`src/rtl/nv_fifo_ctrl_rwsp_128x129.sv`:
```
// Valid/ready FIFO controller around the nv_ram_rwsp_128x129 macro. Reads are
// credit-limited so the 2-cycle registered RAM latency always lands in the skid buffer.
module nv_fifo_ctrl_rwsp_128x129 #(
  parameter int DEPTH      = 128,
  parameter int AW         = 7,
  parameter int DW         = 129,
  parameter int SKID_DEPTH = 4
) (
  input  logic          clk,
  input  logic          rst,
  input  logic          wr_pvld,
  output logic          wr_prdy,
  input  logic [DW-1:0] wr_pd,
  output logic          rd_pvld,
  input  logic          rd_prdy,
  output logic [DW-1:0] rd_pd,
  output logic [7:0]    fifo_count,
  output logic [AW-1:0] ram_wa,
  output logic          ram_we,
  output logic [DW-1:0] ram_di,
  output logic [AW-1:0] ram_ra,
  output logic          ram_re,
  output logic          ram_ore,
  input  logic [DW-1:0] ram_dout,
  input  logic [31:0]   pwrbus_ram_pd
);
  localparam int SW = $clog2(SKID_DEPTH);

  logic [AW-1:0] wr_ptr, rd_ptr;
  logic [AW:0]   ram_cnt;
  logic [3:1]    vld_pipe;
  logic [SW-1:0] skid_wp, skid_rp;
  logic [SW:0]   skid_cnt;
  logic [DW-1:0] skid_mem [SKID_DEPTH];
  logic          wr_acc, pop, issue, push;
  logic [1:0]    inflight;
  logic [SW+1:0] credit;
  logic          unused_pwr;

  // Power bus is consumed by the parent's RAM instance only.
  assign unused_pwr = ^pwrbus_ram_pd;

  assign wr_prdy  = !rst && (ram_cnt != (AW+1)'(DEPTH));
  assign wr_acc   = wr_pvld & wr_prdy;
  assign rd_pvld  = !rst && (skid_cnt != '0);
  assign pop      = rd_pvld & rd_prdy;
  assign push     = vld_pipe[2];
  assign inflight = 2'(vld_pipe[1]) + 2'(vld_pipe[2]) + 2'(vld_pipe[3]);
  // v3 is already in the skid, so counting it here is conservative but never overflows.
  assign credit   = (SW+2)'(skid_cnt) + (SW+2)'(inflight) - (SW+2)'(pop);
  assign issue    = !rst && (ram_cnt != '0) && (credit < (SW+2)'(SKID_DEPTH));

  assign ram_we  = wr_acc;
  assign ram_wa  = wr_ptr;
  assign ram_di  = wr_pd;
  assign ram_re  = issue;
  assign ram_ra  = rd_ptr;
  assign ram_ore = !rst && vld_pipe[1];
  assign rd_pd   = skid_mem[skid_rp];

  // Occupancy counts only reads whose data has not yet reached the skid (v1, v2).
  assign fifo_count = rst ? 8'd0
                          : 8'(ram_cnt) + 8'(skid_cnt) + 8'(vld_pipe[1]) + 8'(vld_pipe[2]);

  always_ff @(posedge clk) begin
    if (rst) begin
      wr_ptr   <= '0;
      rd_ptr   <= '0;
      ram_cnt  <= '0;
      vld_pipe <= '0;
      skid_wp  <= '0;
      skid_rp  <= '0;
      skid_cnt <= '0;
    end else begin
      wr_ptr   <= wr_ptr + AW'(wr_acc);
      rd_ptr   <= rd_ptr + AW'(issue);
      ram_cnt  <= ram_cnt + (AW+1)'(wr_acc) - (AW+1)'(issue);
      vld_pipe <= {vld_pipe[2:1], issue};
      skid_wp  <= skid_wp + SW'(push);
      skid_rp  <= skid_rp + SW'(pop);
      skid_cnt <= skid_cnt + (SW+1)'(push) - (SW+1)'(pop);
    end
  end

  always_ff @(posedge clk) begin
    if (push) skid_mem[skid_wp] <= ram_dout;
  end

  a_skid_no_overflow: assert property (@(posedge clk) disable iff (rst)
    !(push && !pop && skid_cnt == (SW+1)'(SKID_DEPTH)));

endmodule

```
`config.mk`:
```
export PLATFORM = sky130hd
export DESIGN_NAME = nv_fifo_ctrl_rwsp_128x129
export DESIGN_NICKNAME = d
export VERILOG_FILES = /design/src/rtl/nv_fifo_ctrl_rwsp_128x129.sv
export SDC_FILE = /design/constraint.sdc
export NUM_CORES = 1
export LEC_CHECK = 0
export ABC_AREA = 1
export CAP_MARGIN = 10
export CORE_MARGIN = 2
export CORE_UTILIZATION = 44
export CTS_CLUSTER_SIZE = 12
export DETAILED_ROUTE_END_ITERATION = 8
export GPL_TIMING_DRIVEN = 0
export PLACE_DENSITY = 0.74
export SYNTH_ARGS = -nofsm -noshare
export SYNTH_HDL_FRONTEND = slang
export SYNTH_SLANG_ARGS = --single-unit
```
`constraint.sdc`:
```
create_clock -name clk -period 9.65 [get_ports clk]
set_clock_uncertainty 0.05 [all_clocks]
set_input_delay 1.4475 -clock clk [delete_from_list [all_inputs] [get_ports clk]]
set_output_delay 1.4475 -clock clk [all_outputs]
set_load 0.01 [all_outputs]
```
Yosys cells after proc, flatten, opt, wreduce, memory -nomap -nowiden
Memory sizes are Yosys's and may differ from the RTL's. A register that Yosys moved wholly into a read port is not among the register bits. Index checks and enable logic that the tools add are counted. W data, S select, Z words.

Output and inout port bits: 285. Register bits after elaboration: 32. Memories kept: 1. Bits in writable memories: 516.

Eq/ne operators: 1. Add/subtract/negate cells: 15. Multiplexer cells: 4. Reductions and logical operators: 8. $lt $le $gt $ge: 1. Bitwise logic cells: 2.

Memories: skid_mem (words 4, bits a word 129, read ports 1, clocked after Yosys merged registers in 1, write ports 1, line 34) `logic [DW-1:0] skid_mem [SKID_DEPTH];`.

Operator list (count): $add A8 B1 Y8 (3); $add A7 B1 Y7 (2); $add A8 B3 Y8 (1); $mux W8 (1); $ne A8 B8 Y1 const B (1); $reduce_bool A8 Y1 (1); $sub A8 B1 Y8 (1); $add A2 B1 Y2 (3); $logic_and A1 B1 Y1 (5); $add A3 B2 Y4 (1); $lt A4 B3 Y1 const B (1); $sub A4 B1 Y4 (1); $add A3 B1 Y3 (1); $reduce_bool A3 Y1 (1); $sub A3 B1 Y3 (1); $add A1 B1 Y2 (1); $and A1 B1 Y1 (2); $mux W1 (2); $mux W2 (1); $logic_not A1 Y1 (1).

Logic depth before layout (Yosys ltp)
Depth after elaboration: 7. Gate-level depth with buffers: 22.

Worst setup path after synthesis
OpenSTA, ideal clock, no wires.

Path type: register to register. From: reg vld_pipe[2] in the netlist's numbering. To: mem skid_mem[1][0] (enable). Data required time: 8825 ps. Data arrival time: 9270 ps. Setup slack: -445 ps. Cell stages (with the launch flop): 3. Path buffers: 0. Clock period less this slack: 10095 ps. Path through: dfxtp_1 > inv_1 > nor3_1.

Word-level cells in the longest chain between the ends: 2.

Ends and longest elaborated chain: start, declared (line 31) `logic [3:1] vld_pipe;`; start signal, assigned (line 78) `vld_pipe <= {vld_pipe[2:1], issue};`; $mux W1 (line 86) `if (push) skid_mem[skid_wp] <= ram_dout;`; $mux W1 (implied by the code) (line 86); end, declared (line 34).

No other way between the ends.

Worst setup path after layout
From: in rd_prdy. To: out ram_re.

Word-level cells in the longest chain between the ends: 4.

Ends and longest elaborated chain: start, declared (line 15) `input logic rd_prdy,`; $and A1 B1 Y1 (line 46) `assign pop = rd_pvld & rd_prdy;`; $sub A4 B1 Y4 (line 50) `assign credit = (SW+2)'(skid_cnt) + (SW+2)'(inflight) - (SW+2)'(pop);`; $lt A4 B3 Y1 (line 51) `assign issue = !rst && (ram_cnt != '0) && (credit < (SW+2)'(SKID_DEPTH));`; $logic_and A1 B1 Y1 (line 51); end, declared (line 22) `output logic ram_re,`.

No other way between the ends.

==> results.json <==
{
  "status": "completed",
  "hold_class": "flop to flop",
  "fmaxAchievable_ghz": 0.1746,
  "worstHoldStart": "vld_pipe[1]",
  "async_flop_share_pct": 0,
  "critPathArrivalTime_ns": 4.23,
  "setup_viol": 0,
  "post-route-util_pct": 59.17,
  "synth_top_area_share_pct": 69.99,
  "core_region_area_mm2": 0.04986,
  "critPathMaxStageDelay_ns": 0.61,
  "syn_avg_cell_area_um2": 13.36,
  "viasPerCell": 5.449,
  "dpl.hpwl_mm": 54.36,
  "finalHoldViolCount": 0,
  "htreeDepth": 2,
  "synth_area_leaders": "edfxtp_1 (70%), o21ai_0 (5.7%), nor2_1 (5.1%), buf_4 (4.5%), o22ai_1 (3.6%)",
  "clock_latency_ns": 0.61,
  "critPathLaunch": "rd_prdy",
  "area_growth_pct": 33.25,
  "drt_first_pass_iters": 5,
  "cts_buffers": 55,
  "power.leakage_nw": 10.46,
  "fin_total_pwr_mw": 6.310,
  "synth_seq_cells": 548,
  "synth_top_area_cell": "edfxtp_1",
  "yosysUniqueCellTypes": 29,
  "crit-reg2reg-launch": "skid_cnt[1]",
  "cts_setup_buffers": 0,
  "ys.flop_type": "edfxtp_1",
  "n_fill_cell": 3948,
  "tightestPinTransition_ns": 1.115,
  "drt_iter0_drc": 1503,
  "synth_edf_count": 516,
  "crit_type": "input port to primary output",
  "p_per_area_mw_per_mm2": 213.9,
  "synth_fp_nets": 1986,
  "die_w_um": 228.3,
  "post_cts_resized": 0,
  "crit_family": "buffers and inverters",
  "fin_crit_sh_pct": 59.37,
  "rsz0062_at_grt": "no",
  "end_kind": "primary output",
  "num_vias": 15930,
  "final_cell_mix": "edfxtp_1 (516), clkdlybuf4s50_1 (416), nor2_1 (303)",
  "path_cells": "clkdlybuf4s50_1, nand2_1, nand2_1, nand2_1, fa_1, ha_1, nand3_1, nand2_1, o21ai_0, nand3_1, nor2_1, clkdlybuf4s50_1",
  "clk_pin_slew_worst_paths_ns": 0.06,
  "pin_count": 579,
  "clockBufferDepth": 3,
  "final_max_slew_viol_count": 0,
  "crit_path_top_delay_cell": "clkdlybuf4s50_1",
  "antenna_found_initial": 34,
  "drive_above_1_share_pct": 13.83,
  "grt_start_max_net_pins": 16,
  "numPortBuffers": 416,
  "grt-ovfl-total": 0,
  "drc": 0,
  "max-vdd-ir-drop_uv": 143.1,
  "cts_root_buf": "clkbuf_16",
  "start_util_pct": 44.40,
  "nNetsFinal": 2517,
  "grt_pass1_wl_mm": 103.1,
  "cts_tree": "built",
  "final_common_cell": "edfxtp_1",
  "clkSinkCount": 548,
  "cap_violations": 0,
  "ctsHoldBuffers": 0,
  "die_area_mm2": 0.05213,
  "cp_common_cell": "nand2_1",
  "worstPathMaxFanout": 4,
  "ant_nets": 0,
  "fin_crit_ns": 5.729,
  "gp_congestion": 0.9628,
  "row_count": 82,
  "wirelength_mm": 72.90,
  "wl_per_cell_um": 24.93,
  "grt_pass1_vias": 15670,
  "synth_cells": 1657,
  "track_usage_pct": 27.00,
  "crit_buf_inv": 2,
  "start_kind": "input port",
  "syn-cell-area_mm2": 0.02214,
  "relSlewSlack_pct": 25.28,
  "critPathRequiredTime_ns": 8.15,
  "die_y_um": 228.3,
  "yosysSeqAreaShare_pct": 72.88,
  "yosysWarnings": 0
}
cell usage after synthesis (all sizes together), types with 5 or more instances:
| master | n |
|---|---|
| edfxtp | 516 |
| nor2 | 303 |
| o21ai | 270 |
| buf | 175 |
| o22ai | 129 |
| inv | 55 |
| clkbuf | 44 |
| nand2 | 35 |
| dfxtp | 32 |
| ha | 30 |
| nand3 | 22 |
| a21oi | 20 |
| nor3 | 6 |
| xnor2 | 6 |
| fa | 5 |
power by group:
group          leakage (nW)  switching, mW  total, mW  internal, mW
Sequential             4.92         0.0488       2.79          2.74
Combinational          4.76          0.876       1.59         0.715
Clock                 0.770          0.873       1.93          1.06
per-stage QoR:
step / hold WS [ns] / instance area, um^2 / std cells / setup slack, ns / setup TNS [ns]
finish: 0.4504 / 29500 / 2924 / 3.921 / 0
detailed placement: 0.4450 / 27840 / 2803 / 3.937 / 0
global placement: 0.4448 / 27140 / 2745 / -8.105 / -3969.45
floorplan: 0.4091 / 22140 / 1657 / -0.4452 / -213.95
CTS: 0.4522 / 29420 / 2892 / 3.928 / 0
global route: 0.4663 / 29500 / 2922 / 3.791 / 0
tightest hold or removal path, cell delays in order, from the launching register on:
cell     delay (ns)
dfxtp_1        0.34
inv_1          0.08
nor2_1         0.04
cell type report:
cell class	instances	area (um^2)	area share [%]
diodes	32	80.08	0.2714
inverters	55	211.5	0.7167
flip-flops and latches	548	16140	54.69
clock buffers	74	1468	4.975
repair buffers	474	4840	16.40
well taps	672	840.8	2.850
clock inverters	15	113.9	0.3859
plain buffers	219	1535	5.204
multi-input cells	835	4278	14.50
kinds of logic (layout without fill, tap and decap cells):
group	Yosys count	after routing	share of synthesized area [%]
XOR/XNOR	8	8	0.3165
other	0	32	0
AO/OA/AOI/OAI	420	420	10.23
AND/OR/NAND/NOR	372	372	6.539
adder cells (fa/ha/maj)	35	35	2.148
flip-flops	548	548	72.88
buffers and inverters	274	837	7.889
worst paths after layout:
kind / to / slack, ns / depth (start not counted)
worst max-delay path: ram_re / 3.92 / 12
worst min-delay path: vld_pipe[2] / 0.45 / 2
worst max register to register: ram_cnt[4] / 5.51 / 21
worst min register to register: vld_pipe[2] / 0.45 / 2
layer usage:
layer | vias to the layer above | track usage (%) | part of all wire (%)
met5 | - | 0 | 0.074
met4 | 8 | 15.97 | 5.9
met3 | 165 | 5.913 | 7.9
met2 | 835 | 45.89 | 50
met1 | 7923 | 31.57 | 36
li1 | 7003 | - | -
state kept, by name (all words and copies together) (netlist names):
register  flops
skid_cnt      3
ram_ra        7
skid_wp       2
ram_cnt       8
vld_pipe      3
skid_rp       2
skid_mem    516
ram_wa        7
Note: power is estimated with default switching activity, not from simulation.
==> RTL edit 1, RTL diff (same flow settings) <==
The parameter `DEPTH` goes from 128 to 96.
--- a/src/rtl/nv_fifo_ctrl_rwsp_128x129.sv
+++ b/src/rtl/nv_fifo_ctrl_rwsp_128x129.sv
@@ -1,7 +1,7 @@
 // Valid/ready FIFO controller around the nv_ram_rwsp_128x129 macro. Reads are
 // credit-limited so the 2-cycle registered RAM latency always lands in the skid buffer.
 module nv_fifo_ctrl_rwsp_128x129 #(
-  parameter int DEPTH      = 128,
+  parameter int DEPTH      = 96,
   parameter int AW         = 7,
   parameter int DW         = 129,
   parameter int SKID_DEPTH = 4
Formal check against the unedited RTL: no difference found for any inputs over 4 cycles, from zero or initial values and one cycle with rst high; that may be too few to reach the edited logic, so the function may still have changed.
==> RTL edit 1 against the unedited design <==
- non-clock buffer count unchanged
- worst hold slack better by 0.0035 ns
- core utilization grew 0.21 points
- count of clock-buffer cells in the layout is 2 higher
- routed wire length grew 5.0%
- sequential cell count did not move
- synthesized area hardly changed
- synthesized cell count did not move
- total power is 1.7% higher
- cell area rose by 0.56%
- worst setup slack worse by 0.063 ns
- critical path type unchanged
- largest cell class unchanged
==> RTL edit 1: results (changes against the unedited design) <==
stage;metric;value;unit;change
route;vias per inst;5.44;;was 5.45
clock_tree;Clk pin slew, worst setup/hold paths;0.06;ns;about the same
final_layout;n_diodes;30;;was 32
synth;Synth Area in Compound Gates;10.2;%;about the same
status;run status;finished clean;;unchanged
placed_design;Post-DP Area;27900;sq um;was 27800 sq um
synth;post-synthesis xor/xnor area fraction;0.356;%;was 0.316%
sta;final hold slack;0.454;ns;was 0.450 ns
route;via count;15904;;was 15934
final_layout;Non-clock buffering overhead;21.5;%;was 21.6%
sta;Slew headroom;36.3;%;was 25.3%
sta;min Tclk post-route;5.79;ns;was 5.73 ns
route;DR iter-0 viols;1395;;was 1503
worst_setup_path;R2R Path Start;skid_cnt[0];;was skid_cnt[1]
floorplan;# rows;82;;unchanged
final_layout;clock network contribution to total cell area;5.84;%;was 5.36%
clock_tree;Inserted Clock Buffers;57;;was 55
final_layout;layout cell share with drive strength beyond 1;14.1;%;was 13.8%
final_layout;Seq/total area;54.4;%;was 54.7%
worst_setup_path;FF-to-FF End;ram_cnt[6];;was ram_cnt[4]
pwr;Peak VDD IR;179;uV;was 143 uV
synth;Cells after Synth;1657;;unchanged
global_routing;initial antenna violation count;40;;was 34
placed_design;post-placement cell count;2803;;unchanged
final_layout;Final #Nets;2520;;was 2517
synth;Distinct cells, synth;28;;was 29
placed_design;hpwl dp;58100;um;was 54400 um
final_layout;area of the multi-input gates;4300;sq um;was 4280 sq um
synth;Seq/Total Area, Yosys;72.8;%;was 72.9%
global_routing;pin count of the biggest net entering global routing;17;;was 16
placed_design;GPL Wtd Cong;0.982;;was 0.963
final_layout;clkbuf count;76;;was 74
route;wire per inst;26.1;um;was 24.9 um
sta;setup tns final;0;ns;unchanged
hold_path;class of the worst hold path;reg2reg;;unchanged
pwr;P_int;0.00461;W;was 0.00451 W
global_routing;Total GRT Usage;28.5;%;was 27.0%
synth;Post-Synth Adder-Cell Area;2.20;%;was 2.15%
route;DRT Pass-1 Iters;7;;was 5
synth;dominant cells by area after synthesis;edfxtp_1, o21ai_0, nor2_1;;unchanged
final_layout;#MultiIn Comb;837;;was 835
worst_setup_path;crit path DAT;4.29;ns;was 4.23 ns
global_routing;first-pass GRT wire length;107000;um;was 103000 um
synth;number of flops mapped to enable cells by yosys;516;;unchanged
placed_design;Setup WS pre-CTS;3.89;ns;was 3.94 ns
pwr;Lkg Pwr;10.5;nW;about the same
synth;Post-synth top cells;edfxtp_1, nor2_1, o21ai_0;;unchanged
synth;syn_nets;1987;;was 1986
worst_setup_path;Critical Path End;ram_re;;unchanged
worst_setup_path;reg2reg setup slack;5.67;ns;was 5.51 ns
final_layout;fillers;3874;;was 3948
final_layout;inverters;53;;was 55
worst_setup_path;worst r2r path cells;23;;was 21
final_layout;sequential cell count;548;;unchanged
RTL edit 1: power groups by stage:
| stage | registers (W) | clock network (W) | logic, W |
|---|---|---|---|
| after global placement | 0.00289 | 0 | 0.00151 |
| final | 0.00278 | 0.00206 | 0.00158 |
| after CTS | 0.00278 | 0.00208 | 0.00158 |
| after detailed placement | 0.00283 | 0 | 0.00157 |
| after floorplan | 0.00285 | 0 | 0.000778 |
| after global routing | 0.00279 | 0.00218 | 0.00170 |
RTL edit 1: routing by layer:
layer | track usage (%) | up-vias | share of wire [%]
met5 | 0 | - | 0.18
met4 | 17.1 | 20 | 5.4
met3 | 9.02 | 166 | 9.0
met2 | 47.7 | 810 | 50
met1 | 31.9 | 7891 | 35
li1 | - | 7017 | -
==> RTL edit 2, RTL diff (config.mk and constraints unchanged) <==
Without the edit above. Register the output `fifo_count`, cleared by the reset; this adds one clock of latency there. The other outputs are not delayed to match.
--- a/src/rtl/nv_fifo_ctrl_rwsp_128x129.sv
+++ b/src/rtl/nv_fifo_ctrl_rwsp_128x129.sv
@@ -59,8 +59,13 @@
   assign rd_pd   = skid_mem[skid_rp];
 
   // Occupancy counts only reads whose data has not yet reached the skid (v1, v2).
-  assign fifo_count = rst ? 8'd0
-                          : 8'(ram_cnt) + 8'(skid_cnt) + 8'(vld_pipe[1]) + 8'(vld_pipe[2]);
+  always_ff @(posedge clk) begin
+    if (rst) begin
+      fifo_count <= '0;
+    end else begin
+      fifo_count <= rst ? 8'd0 : 8'(ram_cnt) + 8'(skid_cnt) + 8'(vld_pipe[1]) + 8'(vld_pipe[2]);
+    end
+  end
 
   always_ff @(posedge clk) begin
     if (rst) begin
Behaviour: not the same (a bounded check fails within 4 cycles, from zero or initial values and one cycle with rst high).
==> RTL edit 2 against the unedited design <==
- worst setup slack got worse by 0.11 ns
- largest power group unchanged
- largest cell class unchanged
- synthesized area rose by 0.75%
- sequential cell count rose by 8
- critical path type unchanged
- cell area rose by 0.91%
- count of clock-buffer cells in the layout fell by 2
- routed wire length rose by 1.6%
- total power rose by 1.8%
- core utilization rose by 0.29 points
==> RTL edit 2: results (changes against the unedited design) <==
stage;metric;value;unit;change
worst_setup_path;crit path DAT;4.34;ns;was 4.23 ns
worst_setup_path;reg2reg setup slack;5.44;ns;was 5.51 ns
worst_setup_path;launch point of the worst path;rst;;was rd_prdy
pwr;P_int;0.00462;W;was 0.00451 W
route;wire per inst;25.2;um;was 24.9 um
sta;Slew headroom;51.0;%;was 25.3%
synth;Synth Area in Compound Gates;10.1;%;was 10.2%
final_layout;non-filler cells, final;2934;;was 2924
final_layout;nonclk buf count;696;;was 693
global_routing;initial antenna violation count;37;;was 34
synth;Avg Cell Area, Syn;13.4;sq um;about the same
final_layout;fraction of area in multi-input gates;14.4;%;was 14.5%
status;run status;finished clean;;unchanged
placed_design;GPL Wtd Cong;1.02;;was 0.963
final_layout;#MultiIn Comb;836;;was 835
placed_design;hpwl dp;55000;um;was 54400 um
global_routing;first-pass GRT wire length;105000;um;was 103000 um
final_layout;fillers;3968;;was 3948
synth;Seq/Total Area, Yosys;73.1;%;was 72.9%
placed_design;Post-DP Area;28000;sq um;was 27800 sq um
pwr;Peak VDD IR;193;uV;was 143 uV
final_layout;biggest regs;skid_mem: 516 flops, fifo_count: 8 flops, ram_cnt: 8 flops;;was skid_mem: 516 flops, ram_cnt: 8 flops
route;DR iter-0 viols;1578;;was 1503
final_layout;clock network contribution to total cell area;5.56;%;was 5.36%
pwr;Lkg Pwr;10.6;nW;was 10.5 nW
synth;syn_nets;1997;;was 1986
final_layout;Final #Nets;2533;;was 2517
global_routing;vias in the first global route;16013;;was 15670
worst_setup_path;worst-path fanout max;8;;was 4
final_layout;n_diodes;29;;was 32
final_layout;sequential cell count;556;;was 548
clock_tree;Inserted Clock Buffers;56;;was 55
synth;dominant cells by area after synthesis;edfxtp_1, o21ai_0, nor2_1;;unchanged
final_layout;layout cell share with drive strength beyond 1;13.9;%;was 13.8%
synth;Post-synth top cells;edfxtp_1, nor2_1, o21ai_0;;unchanged
## RTL edit 2: routing by layer
layer  vias up  share of wire (%)  track usage [%]
met5         -              0.047                0
met4         6                4.8             14.6
met3       133                9.5             6.92
met2       914                 50             45.6
met1      7944                 36             32.4
li1       7040                  -                -
## RTL edit 2: path summary, 6_finish.rpt
path,to,depth (start not counted)
worst max-delay path,ram_re,13
worst min-delay path,fifo_count[6],2
worst max register to register,ram_cnt[4],22
worst min register to register,fifo_count[6],2
## RTL edit 2: worst max-delay path, delay by kind of cell
kind	cells	cell delay [ns]
AOI/OAI and AO/OA	2	0.56
adders and majority gates	2	0.67
buffers and inverters	2	0.78
and+or+nand+nor	7	0.87
## RTL edit 2: metrics by stage
step,utilization [%],hold slack (ns),setup slack [ns]
finish,59.5,0.452,3.81
global route,59.5,0.477,3.61
CTS,59.3,0.463,3.79
detailed placement,56.0,0.440,3.79
global placement,54.5,0.428,-8.26
floorplan,-,0.406,-0.445
